## config.mk

```make
export PLATFORM = sky130hd
export DESIGN_NAME = isa_io_cycle
export DESIGN_NICKNAME = d
export VERILOG_FILES = /design/src/rtl/isa_io_cycle.sv
export SDC_FILE = /design/constraint.sdc
export NUM_CORES = 1
export LEC_CHECK = 0
export ABC_AREA = 1
export BUFFER_PORTS_ARGS = -buffer_cell sky130_fd_sc_hd__buf_2
export CAP_MARGIN = 10
export CELL_PAD_IN_SITES_DETAIL_PLACEMENT = 2
export CELL_PAD_IN_SITES_GLOBAL_PLACEMENT = 2
export CORE_MARGIN = 2
export CORE_UTILIZATION = 26
export CTS_BUF_LIST = sky130_fd_sc_hd__clkbuf_2 sky130_fd_sc_hd__clkbuf_4 sky130_fd_sc_hd__clkbuf_8
export DETAILED_ROUTE_END_ITERATION = 16
export PLACE_DENSITY_LB_ADDON = 0.1
export SLEW_MARGIN = 40
export SYNTH_ARGS = -nofsm -noshare
export SYNTH_HDL_FRONTEND = slang
export SYNTH_SLANG_ARGS = --single-unit
```

## constraint.sdc

```tcl
create_clock -name sys_clock -period 1.51 [get_ports sys_clock]
set_clock_uncertainty 0.05 [all_clocks]
set_input_delay 0.0755 -clock sys_clock [delete_from_list [all_inputs] [get_ports sys_clock]]
set_output_delay 0.0755 -clock sys_clock [all_outputs]
set_load 0.05 [all_outputs]
```

## src/rtl/isa_io_cycle.sv

```systemverilog
// rtl/isa_io_cycle.sv - ISA I/O read/write cycle generator; optional IOCHRDY wait states under ISA_IOCHRDY_EN
module isa_io_cycle #(
    parameter int SETUP_CYC    = 5,
    parameter int STROBE_CYC   = 25,
    parameter int HOLD_CYC     = 3,
    parameter int RECOVERY_CYC = 10
) (
    input  logic        sys_clock,
    input  logic        reset_n,
    input  logic        req_valid,
    output logic        req_ready,
    input  logic        req_write,
    input  logic [15:0] req_addr,
    input  logic [15:0] req_wdata,
    output logic        rsp_valid,
    output logic [15:0] rsp_rdata,
    input  logic [15:0] isa_data_in,
    output logic [15:0] isa_data_out,
    output logic        isa_data_oe,
    output logic [15:0] isa_addr,
    output logic        isa_ior_n,
    output logic        isa_iow_n,
    output logic        isa_aen,
    input  logic        isa_iochrdy
);

    localparam logic [7:0] SETUP_LD    = 8'(SETUP_CYC - 1);
    localparam logic [7:0] STROBE_LD   = 8'(STROBE_CYC - 1);
    localparam logic [7:0] HOLD_LD     = 8'(HOLD_CYC - 1);
    localparam logic [7:0] RECOVERY_LD = 8'(RECOVERY_CYC - 1);

    typedef enum logic [2:0] {
        ST_IDLE,
        ST_SETUP,
        ST_STROBE,
        ST_HOLD,
        ST_RECOVER
    } state_t;

    state_t     state, state_nxt;
    logic [7:0] cnt, cnt_nxt;
    logic       lat_write;
    logic       accept, go_strobe, strobe_end, go_recover;
    logic       strobe_release;
    logic       timed_out;

`ifdef ISA_IOCHRDY_EN
    localparam logic [9:0] WAIT_MAX = 10'd781;

    logic [1:0] rdy_sync;
    logic [9:0] wait_cnt;

    // Bring the asynchronous channel-ready line into the clock domain
    always_ff @(posedge sys_clock or negedge reset_n) begin
        if (!reset_n) rdy_sync <= 2'b00;
        else          rdy_sync <= {rdy_sync[0], isa_iochrdy};
    end

    // Count wait-state clocks once the nominal strobe width has elapsed
    always_ff @(posedge sys_clock or negedge reset_n) begin
        if (!reset_n)                                       wait_cnt <= '0;
        else if (state != ST_STROBE)                        wait_cnt <= '0;
        else if (cnt == 8'd0 && !strobe_release)            wait_cnt <= wait_cnt + 10'd1;
    end

    assign strobe_release = rdy_sync[1] || (wait_cnt == WAIT_MAX);
    assign timed_out      = !rdy_sync[1];
`else
    logic unused_iochrdy;
    assign unused_iochrdy = isa_iochrdy;
    assign strobe_release = 1'b1;
    assign timed_out      = 1'b0;
`endif

    // State and phase counter register
    always_ff @(posedge sys_clock or negedge reset_n) begin
        if (!reset_n) begin
            state <= ST_IDLE;
            cnt   <= '0;
        end else begin
            state <= state_nxt;
            cnt   <= cnt_nxt;
        end
    end

    // Next-state logic: each timed state runs until its down-counter hits zero
    always_comb begin
        state_nxt  = state;
        cnt_nxt    = cnt;
        accept     = 1'b0;
        go_strobe  = 1'b0;
        strobe_end = 1'b0;
        go_recover = 1'b0;
        case (state)
            ST_IDLE: begin
                if (req_valid) begin
                    accept    = 1'b1;
                    state_nxt = ST_SETUP;
                    cnt_nxt   = SETUP_LD;
                end
            end
            ST_SETUP: begin
                if (cnt == 8'd0) begin
                    go_strobe = 1'b1;
                    state_nxt = ST_STROBE;
                    cnt_nxt   = STROBE_LD;
                end else begin
                    cnt_nxt = cnt - 8'd1;
                end
            end
            ST_STROBE: begin
                if (cnt != 8'd0) begin
                    cnt_nxt = cnt - 8'd1;
                end else if (strobe_release) begin
                    strobe_end = 1'b1;
                    state_nxt  = ST_HOLD;
                    cnt_nxt    = HOLD_LD;
                end
            end
            ST_HOLD: begin
                if (cnt == 8'd0) begin
                    go_recover = 1'b1;
                    state_nxt  = ST_RECOVER;
                    cnt_nxt    = RECOVERY_LD;
                end else begin
                    cnt_nxt = cnt - 8'd1;
                end
            end
            ST_RECOVER: begin
                if (cnt == 8'd0) state_nxt = ST_IDLE;
                else             cnt_nxt   = cnt - 8'd1;
            end
            default: begin
                state_nxt = ST_IDLE;
                cnt_nxt   = '0;
            end
        endcase
    end

    // Registered bus and response outputs, updated on phase transitions
    always_ff @(posedge sys_clock or negedge reset_n) begin
        if (!reset_n) begin
            req_ready    <= 1'b1;
            rsp_valid    <= 1'b0;
            rsp_rdata    <= '0;
            isa_addr     <= '0;
            isa_data_out <= '0;
            isa_data_oe  <= 1'b0;
            isa_ior_n    <= 1'b1;
            isa_iow_n    <= 1'b1;
            isa_aen      <= 1'b1;
            lat_write    <= 1'b0;
        end else begin
            req_ready <= (state_nxt == ST_IDLE);
            rsp_valid <= strobe_end;
            if (accept) begin
                lat_write <= req_write;
                isa_addr  <= req_addr;
                isa_aen   <= 1'b0;
                if (req_write) begin
                    isa_data_out <= req_wdata;
                    isa_data_oe  <= 1'b1;
                end
            end
            if (go_strobe) begin
                isa_ior_n <= lat_write;
                isa_iow_n <= !lat_write;
            end
            if (strobe_end) begin
                isa_ior_n <= 1'b1;
                isa_iow_n <= 1'b1;
                if (!lat_write) rsp_rdata <= timed_out ? 16'hFFFF : isa_data_in;
            end
            if (go_recover) begin
                isa_aen     <= 1'b1;
                isa_data_oe <= 1'b0;
            end
        end
    end

endmodule
```

# --- After elaboration in Yosys (flattened, before gate mapping) ---
# Index checks and enable logic that the tools add are counted.
totals:
  reg_bits: 66
  out_inout_bits: 54
  wordCells: 60
op_classes:
  add_sub_neg: 1
  eq_ne: 6
  n_mux: 28
  bitwise: 1
  n_reduce_logical: 12
ops:
  columns: ["cell", "n"]
  rows:
  - ["$mux 8", 5]
  - ["$pmux 8 s5", 1]
  - ["$mux 1", 16]
  - ["$mux 3", 5]
  - ["$pmux 3 s5", 1]
  - ["$logic_not 8->1", 1]
  - ["$reduce_and 2->1", 4]
  - ["$reduce_bool 8->1", 1]
  - ["$sub 8x1->8 const B", 1]
  - ["$eq 3x2->1 const B", 2]
  - ["$logic_not 3->1", 2]
  - ["$reduce_bool 2->1", 3]
  - ["$ne 2x2->1 const B", 2]
  - ["$eq 3x1->1 const B", 1]
  - ["$eq 3x3->1 const B", 1]
  - ["$logic_not 1->1", 1]
  - ["$not 1->1", 1]

# --- Logic depth before layout (Yosys ltp) ---
# Gate-level depths: netlist of the first run.
depth:
  ltp_word: 5
  mapped_depth: 11

# --- Worst setup path before layout of the first run ---
# Ideal clock, no wire load.
synth_path:
  kind: "register -> register"
  from: "reg cnt[0]"
  to: "reg rsp_rdata[10]"
  setup_time_ns: 0.119
  arrival_ns: 1.289
  required_time_ns: 1.341
  path_slack_ns: 0.052
  path_stages_with_launch: 11
  period_less_slack_ns: 1.458
  path_cell_list: "dfrtp_1 inv_1 ha_1 nand2_1 inv_1 nand2_4 nor2_8 nand2_4 buf_6 nand2_1 nand2_1"
synth_via:
  elab_chain_cells: 4
synth_lines:
  columns: ["element", "line_no", "rtl"]
  rows:
  - ["start: declaration", "41", "logic [7:0] cnt, cnt_nxt;"]
  - ["start signal: assignment", "82", "cnt <= cnt_nxt;"]
  - ["$reduce_bool 8->1", "112", "if (cnt != 8'd0) begin"]
  - ["$mux 1", "112", null]
  - ["$mux 1", "94", "case (state)"]
  - ["$reduce_and 2->1 (no line)", null, null]
  - ["end signal: assignment", "172", "if (!lat_write) rsp_rdata <= timed_out ? 16'hFFFF : isa_data_in;"]
  - ["end: declaration", "16", "output logic [15:0] rsp_rdata,"]
# No other way between the ends.
# A chain may end at the register's enable or synchronous reset.

# --- Final worst setup path of the first run ---
layout_path:
  from: "reg cnt[0]"
  to: "reg rsp_rdata[9]"
# Same word-level chain as after synthesis.

==> impl_metrics.json, run 1 <==
{
  "ys_warn_count": 0,
  "fin_crit_sh": 1.00,
  "clock_path_buffers": 2,
  "ys_top_cells_by_count": "nand2_1, dfrtp_1, nand3_1",
  "syn_to_final_growth_pct": 66.4,
  "crit_fanout": 10,
  "cts_made_buffers": 9,
  "fp.dieH_um": 110,
  "antenna_found_initial": 0,
  "r2r_slack_ps": -0.09,
  "vias_per_cell": 4.45,
  "grt_pass1_wl_um": 16400,
  "place_congestion": 0.736,
  "synth.cell_area_um2": 2940,
  "crit_arrival_ps": 1750,
  "post-route-util": 0.447,
  "rr_worst_depth": 9,
  "grt_busiest_layer": "met2",
  "maxSlewViolCount": 0,
  "wire_per_inst_um": 15.2,
  "grt_util_all_layers": 0.177,
  "cts-htree-levels": 3,
  "clk_pin_slew_ps": 80,
  "power.total_mw": 10.3,
  "status": "complete, but fails checks",
  "use_met1": 0.207,
  "failed_checks": "negative setup slack",
  "dieArea_um2": 12200,
  "drt_wl_total_um": 10400,
  "synthTopCellsByArea": "dfrtp_1, nand2_1, nand3_1, dfstp_2, o21ai_0",
  "worstPathRequired_ps": 1750,
  "num_vias": 3061,
  "hold_class": "input port to asynchronous set/reset pin",
  "post_synth_inst_count": 346,
  "ir_drop_uv": 953,
  "cts_tree": "done",
  "overflow": 0,
  "startpoint_type": "flip-flop",
  "cts.sinks": 66,
  "setup_violations": 1,
  "drc": 0,
  "worstReg2RegStart": "cnt[0]",
  "place_ws_ps": -132,
  "drive_above_1_share": 0.405,
  "grt_util_met2": 0.309,
  "clock_insertion_delay_worst_skew_ps": 350,
  "worstMarginPinSlew_ps": 409,
  "postRouteAntennaNets": 0,
  "drv_cap": 0,
  "power.density_nw_per_um2": 2110,
  "port_buffers": 105,
  "synth_edf_count": 0,
  "yosysTopAreaCellShare": 0.529,
  "yosysMostFrequentCell": "nand2_1",
  "drt_first_pass_iters": 4,
  "nNetsFinal": 598,
  "r2r-end": "rsp_rdata[9]",
  "diodes": 0,
  "synth_cell_types": 30,
  "postLayoutSetupSlackWorst_ps": -0.0899,
  "async_reset_ff_frac": 1.00,
  "finalCriticalPeriod_ps": 1510,
  "drt_iter0_drc": 59,
  "synth_ff_type": "dfrtp_1",
  "leakagePower_nw": 2.51,
  "start_util": 0.268,
  "cts_root_buf": "clkbuf_8",
  "synth.avg_cell_area_um2": 8.48,
  "ys_ff_latch": 66,
  "ios": 107,
  "die_w_um": 110,
  "post-dp-hpwl_um": 6680,
  "rsz0062_at_grt": "true",
  "cp-end-kind": "flip-flop",
  "syn_nets": 401,
  "rows": 38,
  "grt_use_met3": 0.0541,
  "slew_headroom": 0.727,
  "hold_violations": 0,
  "synth_seq_area_share": 0.564,
  "grt_pass1_vias": 3407,
  "grt_max_degree": 39,
  "core_area_um2": 10900,
  "fmax_mhz": 662,
  "worstSetupPathType": "flip-flop to flip-flop",
  "yosys.area.top_type": "dfrtp_1"
}
[registers in the layout, summed over array words and instances (netlist names)]
signal,flops
cnt,8
state,3
req_ready,1
rsp_rdata,16
rsp_valid,1
isa_data_oe,1
lat_write,1
isa_data_out,16
isa_iow_n,1
isa_aen,1
isa_ior_n,1
isa_addr,16
[where the power goes]
part           switching, mW  internal [mW]
clock network          0.725          0.821
registers              0.373           2.44
logic                   4.07           1.88
[worst max-delay path, cell delays in order (launching register included)]
cell and delay, ps:
dfrtp_1 400, inv_2 90, ha_4 140, nand2_4 60, inv_4 80, nand2_8 100, nor2_8 210, buf_6 170
nand3_1 80, nand2_1 80
[final cells by class]
| class | instances | area [µm²] |
|---|---|---|
| Clock buffer | 11 | 145 |
| Multi-Input combinational cell | 246 | 1380 |
| Clock inverter | 5 | 53.8 |
| Tap cell | 140 | 175 |
| Fill cell | 1224 | 6050 |
| Timing Repair Buffer | 192 | 1360 |
| Sequential cell | 66 | 1660 |
| Inverter | 28 | 115 |
[per-stage QoR]
stage | hold slack [ps] | std cells | cell area [µm²] | setup TNS, ps
finish | 145 | 688 | 4880 | -0.0899
global route | 165 | 688 | 4880 | -1800
CTS | 83.3 | 677 | 4620 | 0
detailed placement | -2.43 | 611 | 3820 | -670
global placement | -6.11 | 611 | 3820 | -45.5
floorplan | -270 | 346 | 2940 | 0
[cell families (layout without fill, tap and decap cells)]
kind of cell,Yosys count,in the layout,share of synthesized area
buffers and inverters,37,236,0.0550
xor gates and xnor gates,3,3,0.00895
and+or+nand+nor,207,210,0.308
DFF,66,66,0.564
AOI/OAI and AO/OA,31,31,0.0550
adders and majority gates,2,2,0.00852
[placed cells by master (no fill, tap or decap), types with 4 or more instances in the layout]
| cell type | count |
|---|---|
| nor2_1 | 10 |
| dfstp_2 | 4 |
| a21oi_2 | 4 |
| inv_2 | 7 |
| o21ai_1 | 13 |
| nand3_1 | 18 |
| o21ai_2 | 5 |
| dlygate4sd3_1 | 49 |
| buf_4 | 33 |
| clkbuf_8 | 10 |
| buf_2 | 104 |
| dfrtp_1 | 61 |
| nand2_8 | 5 |
| nand2_4 | 4 |
| o21ai_0 | 4 |
| inv_1 | 17 |
| nand2_2 | 8 |
| nand3_2 | 6 |
| nor2_4 | 5 |
| nand2_1 | 144 |
[metal layers]
layer  wire (µm)  up-vias
li1            -     1483
met1        4350     1503
met2        5440       67
met3         529        8
met4         123        0
met5           0        -
[repair_timing]
item / CTS / global route
endpoints found under the hold margin: 109 / 0
gates cloned: 0 / 4
buffers inserted: 1 / 7
hold buffers: 49 / 0
resized for setup: 26 / 51
pin swaps: 4 / 11
setup endpoints to repair: 21 / 46
[worst max-delay path by stage]
stage	depth (start not counted)	to	startpoint	slack, ps
2_1_floorplan	10	rsp_rdata[10]	cnt[0]	50
3_3_place_gp	10	cnt[7]	cnt[0]	-20
3_5_place_dp	11	cnt[1]	cnt[1]	-130
4_1_cts	8	cnt[1]	cnt[2]	6
5_1_grt	9	rsp_rdata[9]	cnt[0]	-110
6_report	9	rsp_rdata[9]	cnt[0]	-0.09
(Power assumes the default switching activity.)
==> run 2, diff against run 1 <==
--- a/config.mk
+++ b/config.mk
@@ -5,13 +5,12 @@
 export SDC_FILE = /design/constraint.sdc
 export NUM_CORES = 1
 export LEC_CHECK = 0
-export ABC_AREA = 1
 export BUFFER_PORTS_ARGS = -buffer_cell sky130_fd_sc_hd__buf_2
 export CAP_MARGIN = 10
 export CELL_PAD_IN_SITES_DETAIL_PLACEMENT = 2
 export CELL_PAD_IN_SITES_GLOBAL_PLACEMENT = 2
 export CORE_MARGIN = 2
-export CORE_UTILIZATION = 26
+export CORE_UTILIZATION = 28
 export CTS_BUF_LIST = sky130_fd_sc_hd__clkbuf_2 sky130_fd_sc_hd__clkbuf_4 sky130_fd_sc_hd__clkbuf_8
 export DETAILED_ROUTE_END_ITERATION = 16
 export PLACE_DENSITY_LB_ADDON = 0.1
==> run 2 against run 1 <==
  * The run still ends with negative setup slack left
  * Design area rose by 13%
  * Sequential power is 12% higher
  * Core utilization grew 9.4 points
  * Area after synthesis about the same
  * Total power grew 22%
  * Maximum frequency shrank 19%
  * Flip-flop and latch count stayed put
  * Critical path type unchanged
  * Highest routed layer unchanged
==> impl_metrics.json, run 2 <==
{
  "grt_pass1_wl_um": 18600,
  "crit_fanout": 3,
  "grt_util_all_layers": 0.217,
  "seq_power_share": 0.250,
  "power.density_nw_per_um2": 2270,
  "syn_to_final_growth_pct": 88.7,
  "worstMarginPinSlew_ps": 528,
  "place_congestion": 0.798,
  "postLayoutSetupSlackWorst_ps": -354,
  "die_w_um": 106,
  "startpoint_type": "flip-flop",
  "hold_class": "input port to flip-flop",
  "leakagePower_nw": 2.59,
  "clock_path_buffers": 2,
  "ys_top_cells_by_count": "dfrtp_1, mux2_2, mux2_4",
  "place_area_um2": 4060,
  "vias_per_cell": 4.71,
  "fin_cells": 585,
  "nNetsFinal": 499,
  "cp-end-kind": "flip-flop",
  "status": "complete, but fails checks",
  "clk_pin_slew_ps": 80,
  "reg_top3": "isa_addr: 16 flops, isa_data_out: 16 flops, rsp_rdata: 16 flops",
  "hold_end": "isa_data_oe",
  "drt_iter0_drc": 58,
  "yosysMostFrequentCell": "dfrtp_1",
  "maxSlewViolCount": 0,
  "p_switching_mw": 5.95,
  "drt_first_pass_iters": 4,
  "rr_worst_depth": 7,
  "mostFrequentLayoutCells": "buf_2, dfrtp_1, dlygate4sd3_1, buf_4, mux2_4",
  "fill_cells": 991,
  "hold_ws_ps": 41.8,
  "post_synth_inst_count": 220,
  "muxShareOfSynthArea": 0.204,
  "drt_wl_total_um": 12500,
  "num_vias": 2755,
  "synth-simple-area-share": 0.112,
  "combPwrFrac": 0.610,
  "ys_warn_count": 0,
  "cts_root_buf": "clkbuf_8",
  "dr.max_layer_used": "met4",
  "hold_depth": 3,
  "cts_made_buffers": 9,
  "synth_top_family_by_area": "multiplexers",
  "synth_edf_count": 0,
  "syn_nets": 275,
  "ys_ff_latch": 66,
  "rsz0062_at_grt": "true",
  "worstPathRequired_ps": 1670,
  "design_area_um2": 5540,
  "route.met2.wl_um": 7180,
  "r2r_slack_ps": -350,
  "place_ws_ps": -359,
  "hp-start": "req_write",
  "core_area_um2": 10200,
  "wl_met1_um": 4800,
  "synth.cell_area_um2": 2930,
  "ir_drop_uv": 940,
  "worstReg2RegStart": "cnt[1]",
  "diodes": 0,
  "dieArea_um2": 11300,
  "dpl.cell_count": 493,
  "power.total_mw": 12.6,
  "hold_violations": 0,
  "post-dp-hpwl_um": 6520,
  "postRouteAntennaNets": 0,
  "cts.sinks": 66,
  "synth.avg_cell_area_um2": 13.3,
  "grt_pass1_vias": 3239,
  "clock_insertion_delay_worst_skew_ps": 350,
  "synth_ff_type": "dfrtp_1",
  "grt_max_degree": 27,
  "fin_crit_sh": 1.23,
  "finalCriticalPeriod_ps": 1860,
  "wire_per_inst_um": 21.4,
  "pwr-share-clk": 0.140,
  "synth_xor_area_frac": 0.0149,
  "failed_checks": "negative setup slack",
  "setup_violations": 66,
  "start_util": 0.287,
  "yosys.area.top_type": "dfrtp_1",
  "antenna_found_initial": 0,
  "switching_share": 0.474,
  "crit_arrival_ps": 2020,
  "cts-htree-levels": 3,
  "ios": 107,
  "r2r-end": "cnt[0]",
  "synth_compound_area_frac": 0.0687,
  "overflow": 0,
  "synth_cell_types": 47,
  "drc": 0,
  "synth_fa_ha_area_frac": 0.00853,
  "drive_above_1_share": 0.675,
  "p_int_mw": 6.61,
  "synth_seq_area_share": 0.565,
  "async_reset_ff_frac": 1.00,
  "worstSetupPathType": "flip-flop to flip-flop",
  "port_buffers": 105,
  "wl_met3_um": 417,
  "fmax_mhz": 537,
  "yosysTopAreaCellShare": 0.529,
  "slew_headroom": 0.645,
  "cts_tree": "done",
  "drv_cap": 0,
  "synthTopCellsByArea": "dfrtp_1, mux2_2, mux2_4, dfstp_2, xnor2_1",
  "mostFrequentLayoutCell": "buf_2",
  "rows": 37,
  "fp.dieH_um": 106
}
-- run 2: repair_timing --
item | in CTS | in global routing
cloned | 4 | 0
hold buffers | 49 | 0
resized for setup | 67 | 34
endpoints found under the hold margin | 65 | 0
setup endpoints to repair | 65 | 66
pin swaps | 24 | 16
setup buffers | 15 | 14
-- run 2: critical path: stages (launching register included) --
cell and delay (ps):
dfrtp_1 390, inv_2 70, ha_4 140, nor3b_4 150, buf_6 140, a31oi_4 190, nor3_2 70, or4_1 520
-- run 2: routing by layer --
layer | GRT usage | vias up
li1 | - | 1243
met1 | 0.259 | 1437
met2 | 0.399 | 66
met3 | 0.0374 | 9
met4 | 0.0592 | 0
met5 | 0 | -
-- run 2: power groups by stage --
| stage | combinational, mW | sequential (mW) | clock (mW) |
|---|---|---|---|
| floorplan | 1.87 | 5.37 | 0 |
| global placement | 5.85 | 3.06 | 0 |
| detailed placement | 5.96 | 3.09 | 0 |
| CTS | 6.97 | 3.08 | 1.79 |
| global route | 8.05 | 3.23 | 1.87 |
| finish | 7.67 | 3.14 | 1.76 |
-- run 2: worst max-delay path by stage --
| stage | cells past startpoint | start | slack (ps) | end |
|---|---|---|---|---|
| 2_1_floorplan | 6 | cnt[2] | -380 | rsp_rdata[10] |
| 3_3_place_gp | 7 | cnt[1] | -300 | rsp_rdata[7] |
| 3_5_place_dp | 7 | cnt[1] | -360 | rsp_rdata[5] |
| 4_1_cts | 7 | cnt[0] | -300 | cnt[0] |
| 5_1_grt | 7 | cnt[1] | -410 | cnt[0] |
| 6_report | 7 | cnt[1] | -350 | cnt[0] |
-- run 2: area by class of cell --
cell class	count	area, µm²	area share
multi-input cells	137	1660	0.301
flip-flops and latches	66	1660	0.300
clock buffers	10	138	0.0249
repair buffers	224	1790	0.324
inverters	6	22.5	0.00407
well taps	136	170	0.0307
clock inverters	6	88.8	0.0160
-- run 2: per-stage QoR --
stage | TNS [ps] | utilization
floorplan | -9310 | -
global placement | -7890 | 0.397
detailed placement | -10280 | 0.397
CTS | -10180 | 0.518
global route | -16080 | 0.541
finish | -12390 | 0.541
-- run 2: cell families (layout without fill, tap and decap cells) --
family          after synthesis  in the layout
compound gates               26             26
xor+xnor                      5              5
fa+ha+maj                     2              2
buf+inv                      17            246
flops                        66             66
mux                          50             50
simple gates                 54             54
==> run 3, diff against run 2 <==
--- a/config.mk
+++ b/config.mk
@@ -13,7 +13,7 @@
 export CORE_UTILIZATION = 28
 export CTS_BUF_LIST = sky130_fd_sc_hd__clkbuf_2 sky130_fd_sc_hd__clkbuf_4 sky130_fd_sc_hd__clkbuf_8
 export DETAILED_ROUTE_END_ITERATION = 16
-export PLACE_DENSITY_LB_ADDON = 0.1
+export PLACE_DENSITY = 0.78
 export SLEW_MARGIN = 40
 export SYNTH_ARGS = -nofsm -noshare
 export SYNTH_HDL_FRONTEND = slang
==> constraint.sdc (replaced) <==
create_clock -name sys_clock -period 2.31 [get_ports sys_clock]
set_clock_uncertainty 0.05 [all_clocks]
set_input_delay 0.1155 -clock sys_clock [delete_from_list [all_inputs] [get_ports sys_clock]]
set_output_delay 0.1155 -clock sys_clock [all_outputs]
set_load 0.05 [all_outputs]
==> run 3 against run 2 <==
  * The flow now finishes without violations
  * Via count is 11% lower
  * Die area stayed put
  * Largest power group unchanged
  * Final cell count decreased by 9.6%
  * Critical path type unchanged
  * Critical path depth is the same
  * First-iteration DRC count is 41% higher
  * Design area down 20%
  * Total power fell by 47%
  * Combinational power down 53%
  * Worst hold slack got worse by 25 ps
  * Sequential share of layout area increased by 7.4 points
  * Flip-flop and latch count is the same
  * Sequential power decreased by 33%
==> impl_metrics.json, run 3 (synthesized netlist as in run 2, its figures left out) <==
{
  "grt_busiest_layer": "met2",
  "drt_wl_total_um": 10500,
  "diodes": 0,
  "grt_util_met2": 0.349,
  "start_util": 0.287,
  "cts_root_buf": "clkbuf_8",
  "cts.sinks": 66,
  "grt_max_degree": 42,
  "place_area_um2": 3700,
  "setup_tns_ps": 0,
  "post-dp-hpwl_um": 5980,
  "r2r_slack_ps": 90,
  "die_w_um": 106,
  "r2r-end": "cnt[0]",
  "ir_drop_uv": 895,
  "hp-start": "req_write",
  "use_met1": 0.231,
  "drc": 0,
  "worstReg2RegStart": "cnt[0]",
  "startpoint_type": "flip-flop",
  "port_buffers": 105,
  "clock_path_buffers": 2,
  "drt_iter0_drc": 82,
  "maxSlewViolCount": 0,
  "wire_per_inst_um": 19.9,
  "power.density_nw_per_um2": 1510,
  "setup_violations": 0,
  "grt_use_met3": 0.0411,
  "crit_arrival_ps": 2360,
  "leakagePower_nw": 2.08,
  "postRouteAntennaNets": 0,
  "finalCriticalPeriod_ps": 2220,
  "rsz0062_at_grt": "false",
  "num_vias": 2462,
  "reg_top3": "isa_addr: 16 flops, isa_data_out: 16 flops, rsp_rdata: 16 flops",
  "p_switching_mw": 3.33,
  "combPwrFrac": 0.531,
  "overflow": 0,
  "pwr-share-clk": 0.157,
  "clock_insertion_delay_worst_skew_ps": 330,
  "rows": 37,
  "crit_fanout": 12,
  "rr_worst_depth": 7,
  "switching_share": 0.496,
  "mostFrequentLayoutCell": "buf_2",
  "hold_violations": 0,
  "hold_end": "isa_data_oe",
  "mostFrequentLayoutCells": "buf_2, dfrtp_1, dlygate4sd3_1, mux2_2",
  "fill_cells": 1036,
  "hold_depth": 3,
  "startpoint": "cnt[0]",
  "worstSetupPathType": "flip-flop to flip-flop",
  "core_area_um2": 10200,
  "cts_tree": "done",
  "status": "finished, final reports clean",
  "drive_above_1_share": 0.506,
  "worstPathRequired_ps": 2440,
  "seq_area_um2": 1660,
  "syn_to_final_growth_pct": 51.2,
  "seq_power_share": 0.312,
  "fmax_mhz": 450,
  "nNetsFinal": 443,
  "ios": 107,
  "design_area_um2": 4440,
  "worstMarginPinSlew_ps": 634,
  "cts-htree-levels": 3,
  "grt_pass1_vias": 2968,
  "slew_headroom": 0.578,
  "post-route-util": 0.434,
  "multi_input_area_um2": 1210,
  "cts_made_buffers": 9,
  "dieArea_um2": 11300,
  "fin_crit_sh": 0.963,
  "antenna_found_initial": 0,
  "cp-end-kind": "flip-flop",
  "place_congestion": 0.858,
  "fp.dieH_um": 106,
  "clk_pin_slew_ps": 80,
  "hold_class": "input port to flip-flop",
  "drt_first_pass_iters": 4,
  "p_int_mw": 3.38,
  "drv_cap": 0,
  "vias_per_cell": 4.65,
  "grt_util_all_layers": 0.194,
  "grt_pass1_wl_um": 16900
}
run 3: cell count changes in the layout (fill, tap and decap cells not counted), moves of 5 or more:
cell,previous run,this run
buf_6,22,0
nor3_1,1,6
nand3_1,1,6
mux2_2,23,39
buf_4,36,11
mux2_4,26,10
run 3: worst max path at each step:
stage | end | slack [ps]
4_1_cts | rsp_rdata[13] | 70
5_1_grt | cnt[0] | 8
6_report | cnt[0] | 90
2_1_floorplan | rsp_rdata[10] | 250
3_3_place_gp | rsp_rdata[7] | 190
3_5_place_dp | rsp_rdata[14] | 80
run 3: cell type report:
cell class | instances | share of cell area
Multi-Input combinational cell | 137 | 0.274
Clock inverter | 5 | 0.0138
Clock buffer | 11 | 0.0341
Sequential cell | 66 | 0.373
Inverter | 6 | 0.00508
Timing Repair Buffer | 168 | 0.261
Tap cell | 136 | 0.0384
run 3: per-stage QoR:
stage	hold WS [ps]	worst slack [ps]	cells	power (mW)
2_1_floorplan	-230	255	220	4.55
3_3_place_gp	102	187	462	5.36
3_5_place_dp	111	84.9	462	5.48
4_1_cts	18.1	67.6	527	6.63
5_1_grt	47.8	8.07	529	7.07
6_report	17.1	85.6	529	6.71
run 3: what timing repair did:
| action | 4_1_cts | 5_1_grt |
|---|---|---|
| setup endpoints to repair | 0 | 17 |
| buffers inserted | 0 | 2 |
| resized for setup | 0 | 2 |
| hold endpoints to repair | 73 | 0 |
| hold buffers | 49 | 0 |
run 3: worst max-delay path: stages, from the launching register on:
cell and delay, ps:
dfrtp_1 410, inv_1 110, ha_1 200, nor3b_1 140
and2_2 250, buf_12 160, and3_1 180, or4_1 580
run 3: power by group through the flow:
| stage | combinational (mW) | clock [mW] | sequential (mW) |
|---|---|---|---|
| 6_report | 3.57 | 1.06 | 2.09 |
| 5_1_grt | 3.77 | 1.14 | 2.16 |
| 4_1_cts | 3.51 | 1.08 | 2.04 |
| 3_5_place_dp | 3.42 | 0 | 2.06 |
| 3_3_place_gp | 3.33 | 0 | 2.03 |
| 2_1_floorplan | 1.06 | 0 | 3.49 |
run 3: layer usage:
layer	wire length [µm]	up-vias	part of all wire
met4	125	0	0.012
met1	4260	1256	0.40
met3	457	10	0.043
met2	5680	70	0.54
met5	0	-	0
li1	-	1126	-
